==> src/rtl/m_store_buffer_pkg.sv <==
// Shared store-path encodings, byte-enable constants and the buffered entry layout.
package m_store_buffer_pkg;

  localparam logic [1:0] ST_SW   = 2'd0;
  localparam logic [1:0] ST_SH   = 2'd1;
  localparam logic [1:0] ST_SB   = 2'd2;
  localparam logic [1:0] ST_RSVD = 2'd3;

  localparam logic [3:0] BE_WORD  = 4'b1111;
  localparam logic [3:0] BE_LO_H  = 4'b0011;
  localparam logic [3:0] BE_HI_H  = 4'b1100;
  localparam logic [3:0] BE_BYTE0 = 4'b0001;

  typedef struct packed {
    logic [31:0] addr;
    logic [3:0]  byteen;
    logic [31:0] data;
  } stEntry_t;

  function automatic logic [31:0] wordAddr(input logic [31:0] a);
    return {a[31:2], 2'b00};
  endfunction

endpackage

==> src/rtl/m_store_buffer_st_lane_align.sv <==
// Store lane alignment: op/addr[1:0]/data -> byte enables, lane-placed data, misalign flag.
// Latency: combinational.
// Backpressure: none; pure function of its inputs.
module st_lane_align
  import m_store_buffer_pkg::*;
(
  input  logic [1:0]  op,
  input  logic [1:0]  addrLo,
  input  logic [31:0] data,
  output logic [3:0]  byteen,
  output logic [31:0] alignedData,
  output logic        misalign
);

  always_comb begin
    byteen      = '0;
    alignedData = '0;
    misalign    = 1'b0;
    case (op)
      ST_SW: begin
        byteen      = BE_WORD;
        alignedData = data;
        misalign    = (addrLo != 2'b00);
      end
      ST_SH: begin
        byteen      = addrLo[1] ? BE_HI_H : BE_LO_H;
        alignedData = addrLo[1] ? {data[15:0], 16'h0000} : {16'h0000, data[15:0]};
        misalign    = addrLo[0];
      end
      ST_SB: begin
        byteen      = BE_BYTE0 << addrLo;
        // Replicate the byte into every lane, then keep only the enabled one.
        alignedData = {4{data[7:0]}} &
                      {{8{byteen[3]}}, {8{byteen[2]}}, {8{byteen[1]}}, {8{byteen[0]}}};
      end
      default: ;
    endcase
  end

endmodule

==> src/rtl/m_store_buffer.sv <==
// M-stage store buffer: aligns sw/sh/sb, queues them FIFO, drains via mem_req/mem_ready.
// Latency: store accepted at edge N is presented on mem_* from cycle N+1 (no bypass).
// Backpressure: st_stall when full unless the head drains that cycle; STORE_ALIGN_CHECK_EN adds exc_ades.
module m_store_buffer
  import m_store_buffer_pkg::*;
#(
  parameter int DEPTH = 2,
  parameter int PTR_W = 1
) (
  input  logic        clk,
  input  logic        reset,
  input  logic        st_valid,
  input  logic [1:0]  st_op,
  input  logic [31:0] st_addr,
  input  logic [31:0] st_data,
  output logic        st_stall,
  input  logic        ld_chk_valid,
  input  logic [31:0] ld_chk_addr,
  output logic        ld_hazard,
  output logic        mem_req,
  output logic [31:0] mem_addr,
  output logic [3:0]  mem_byteen,
  output logic [31:0] mem_wdata,
  input  logic        mem_ready,
  output logic        buf_empty,
  output logic        exc_ades
);

  localparam logic [PTR_W:0] CNT_FULL = (PTR_W+1)'(DEPTH);

  stEntry_t         entries [DEPTH];
  logic [DEPTH-1:0] entryVld;
  logic [PTR_W-1:0] head;
  logic [PTR_W-1:0] tail;
  logic [PTR_W:0]   count;

  logic [3:0]  alignBe;
  logic [31:0] alignData;
  logic        misalign;
  logic        storeOk;
  logic        enq;
  logic        deq;
  logic        headVld;
  logic        hitAny;
  logic        unusedBits;

  st_lane_align uAlign (
    .op          (st_op),
    .addrLo      (st_addr[1:0]),
    .data        (st_data),
    .byteen      (alignBe),
    .alignedData (alignData),
    .misalign    (misalign)
  );

`ifdef STORE_ALIGN_CHECK_EN
  // A misaligned store raises the exception and is dropped, not stalled.
  assign exc_ades   = st_valid && (st_op != ST_RSVD) && misalign;
  assign unusedBits = ^ld_chk_addr[1:0];
`else
  assign exc_ades   = 1'b0;
  assign unusedBits = ^{ld_chk_addr[1:0], misalign};
`endif

  assign headVld  = entryVld[head];
  assign storeOk  = st_valid && (st_op != ST_RSVD) && !exc_ades;
  assign deq      = headVld && mem_ready;
  assign enq      = storeOk && ((count != CNT_FULL) || deq);
  assign st_stall = storeOk && !enq;

  // Entry payload is not reset; outputs are gated by the head valid bit instead.
  assign mem_req    = headVld;
  assign mem_addr   = headVld ? wordAddr(entries[head].addr) : '0;
  assign mem_byteen = headVld ? entries[head].byteen : '0;
  assign mem_wdata  = headVld ? entries[head].data : '0;
  assign buf_empty  = (count == '0);

  always_comb begin
    hitAny = 1'b0;
    for (int i = 0; i < DEPTH; i++) begin
      if (entryVld[i] && (entries[i].addr[31:2] == ld_chk_addr[31:2])) begin
        hitAny = 1'b1;
      end
    end
  end

  assign ld_hazard = ld_chk_valid && hitAny;

  always_ff @(posedge clk) begin
    if (enq) begin
      entries[tail] <= '{addr: st_addr, byteen: alignBe, data: alignData};
    end
  end

  always_ff @(posedge clk) begin
    if (reset) begin
      entryVld <= '0;
      head     <= '0;
      tail     <= '0;
      count    <= '0;
    end else begin
      // When full with simultaneous drain, head==tail and the enqueue write wins.
      if (deq) begin
        entryVld[head] <= 1'b0;
        head           <= head + 1'b1;
      end
      if (enq) begin
        entryVld[tail] <= 1'b1;
        tail           <= tail + 1'b1;
      end
      if (enq && !deq) begin
        count <= count + 1'b1;
      end else if (!enq && deq) begin
        count <= count - 1'b1;
      end
    end
  end

endmodule
==> config.mk <==
export PLATFORM = sky130hd
export DESIGN_NAME = m_store_buffer
export DESIGN_NICKNAME = d
export VERILOG_FILES = /design/src/rtl/m_store_buffer_pkg.sv /design/src/rtl/m_store_buffer_st_lane_align.sv /design/src/rtl/m_store_buffer.sv
export SDC_FILE = /design/constraint.sdc
export NUM_CORES = 1
export LEC_CHECK = 0
export ABC_CLOCK_PERIOD_IN_PS = 5500
export CAP_MARGIN = 0
export CORE_ASPECT_RATIO = 0.6
export CORE_MARGIN = 1
export CORE_UTILIZATION = 52
export CTS_BUF_LIST = sky130_fd_sc_hd__clkbuf_16
export CTS_CLUSTER_SIZE = 20
export DETAILED_ROUTE_END_ITERATION = 16
export PLACE_DENSITY = 0.85
export RECOVER_POWER = 100
export SLEW_MARGIN = 40
export SYNTH_ARGS = -nofsm -noshare
export SYNTH_HDL_FRONTEND = slang
export SYNTH_HIERARCHICAL = 1
export SYNTH_SLANG_ARGS = --single-unit
==> constraint.sdc <==
create_clock -name clk -period 5.5 [get_ports clk]
set_clock_uncertainty 0.05 [all_clocks]
set_input_delay 1.1 -clock clk [delete_from_list [all_inputs] [get_ports clk]]
set_output_delay 1.1 -clock clk [all_outputs]
set_load 0.005 [all_outputs]
==> impl_results.md <==
* Status: complete, but fails checks
* Vias per cell at 5.459
* Max_cap viols at 2
* Crit-path cells: clkdlybuf4s50_1 -> xnor2_1 -> nand4_1 -> nor4_1 -> nand4_1 -> a21boi_1 -> dlygate4sd3_1
* CP endpoint kind: output port
* Tightest Hold Check Type: flip-flop to flip-flop
* Peak supply drop at 0.2528 mV
* Crit-path most repeated cell: nand4_1
* Synth Cell Area at 6455 sq um
* Tcrit/Tclk final at 87.08%
* Core area at 12060 sq um
* Global-route wire length before repair at 24.05 mm
* CP arrival at 3.64 ns
* Largest net degree at the start of global routing at 44
* # hold bufs at CTS at 0
* Failing checks: max-capacitance violations, max-slew violations
* Kind of cell adding the most delay to the critical path: buffers and inverters
* Clock-pin slew on the worst setup and hold paths at 0.05 ns
* Worst path depth at 7
* Max Slew Vio Count at 41
* Share of layout cells above drive strength 1 at 5.649%
* WP data required at 4.35 ns
* Worst slew pin tran at 2.286 ns
* N_diodes at 0
* Max Fclk at 208.8 MHz
* CP Max Fanout at 2
* Nets@finish at 747
* Pleak at 3.146 nW
* PwrDens at 323.6 nW/um^2
* Initial antenna violation count at 0
* WS Path Type: input pin to output port
* Clock Latency Late Sink at 0.40 ns
* Final GP Congestion at 0.8928
* H-Tree Depth at 4
* DR DRC count at 0
* DIE AREA at 12880 sq um
* Final setup margin at 0.7107 ns
* Hold Crit Depth at 2
* CTS Buffer Depth at 2
* Yosys synthesis warning count at 6
* Buf/Inv on CP at 2
* Clock Sinks at 139
* Cells after Synth at 473
* Reg2Reg Depth at 7
* Max transition margin at -52.47%
* Layout area overhead at 36.69%
* Row count at 31
* Die width at 145.8 microns
* Final antenna-violating net count at 0
* Syn_area_per_cell at 13.65 sq um
* Max incr delay on CP at 0.61 ns
* Vias in the first global route at 4404
* Die height at 88.30 microns
* Clock root cell: clkbuf_16
* Worst slack at placement at 0.8435 ns
* Via count at 4476
* Setup TNS at 0 ns
* Final setup viols at 0
* Number of gates resized after cts at 0
* Initial core utilization at 53.51%
* Quantity of I/O buffers inserted on ports at 170
* Tmin final at 4.789 ns
* Finished layout cell area at 8823 sq um
* Total GRT Usage at 25.38%
* Num CTS Buffers at 17
* Placed cell areas at 8304 sq um
* I/O Pins at 176
* Post-CTS setup buffer count at 0
* Drt first pass iters at 5
* Final hold violation count at 0
* Unrepaired setup endpoints after global routing: no
* Worst setup SP type: input pin
* WL per Instance at 19.71 microns
* Total routed wirelength at 16.16 mm
* CTS tree: done
* Total grt overflow at 0
* Hold Worst Slack at 0.4907 ns
* Initial DRC Count at 296
* Slowest CP cell: dlygate4sd3_1
* DP HPWL at 11.58 mm
[metal layers]
metal / share of wire [%] / up-vias / track usage [%] / wire length, microns
li1: - / 2083 / - / -
met4: 1.8 / 0 / 8.995 / 292
met2: 45 / 185 / 38.02 / 7284
met3: 5.7 / 27 / 4.897 / 919
met1: 47 / 2181 / 37.24 / 7664
met5: 0 / - / 0 / 0
[power by group]
part | internal (mW) | leakage (nW) | switching (mW)
registers | 1.26 | 1.29 | 0.0481
logic | 0.211 | 1.58 | 0.213
clock network | 0.703 | 0.271 | 0.418
total | 2.18 | 3.15 | 0.679
[registers in the layout, indices dropped and copies added (netlist names), named ones only]
signal    cells
tail          1
head          1
count         2
entryVld      2
entries     132
[through the flow]
step | std cells | utilization, % | power (mW)
after floorplan | 475 | - | 1.536
after global placement | 789 | 68.84 | 1.764
after detailed placement | 789 | 68.84 | 1.782
after CTS | 820 | 73.66 | 2.900
after global routing | 820 | 73.15 | 2.953
final | 820 | 73.15 | 2.855
[path summary, 6_finish.rpt]
check,start,endpoint,slack [ns]
worst max-delay path,ld_chk_addr[16],ld_hazard,0.71
worst min-delay path,tail,tail,0.49
worst max register to register,entryVld[1],entries[0][31],1.57
worst min register to register,tail,tail,0.49
[worst register-to-register path, cell delays in order (launching register included)]
cell and delay [ns]:
dfxtp_1 0.47, mux2i_4 0.28, inv_2 0.13, nand2_2 0.08
a31oi_1 0.47, nand2b_1 0.17, inv_1 0.98, clkbuf_2 0.92
[cells in the final DEF, fill, tap and decap left out, types with 3 or more instances in the layout]
| cell type | instances |
|---|---|
| clkdlybuf4s50_1 | 71 |
| clkinvlp_4 | 5 |
| xnor2_1 | 38 |
| clkbuf_2 | 3 |
| nor4_1 | 8 |
| dfxtp_1 | 6 |
| conb_1 | 3 |
| nand2_1 | 19 |
| a32oi_1 | 8 |
| clkbuf_16 | 17 |
| bufinv_16 | 3 |
| mux2i_1 | 66 |
| a22o_1 | 16 |
| nor2b_1 | 9 |
| xor2_1 | 24 |
| a21oi_1 | 5 |
| edfxtp_1 | 132 |
| nor2_1 | 72 |
| nand4_1 | 12 |
| inv_1 | 5 |
| clkinv_1 | 3 |
| dlygate4sd3_1 | 99 |
| o21ai_0 | 4 |
[cell type report]
type,count,area [sq um]
Sequential cell,139,4105
Fill cell,811,3239
Multi-Input combinational cell,305,2171
Timing Repair Buffer,174,1737
Clock buffer,17,425.4
Tap cell,165,206.4
Clock inverter,14,156.4
Inverter,6,22.52
No activity file was read; power rests on OpenSTA's default activity.
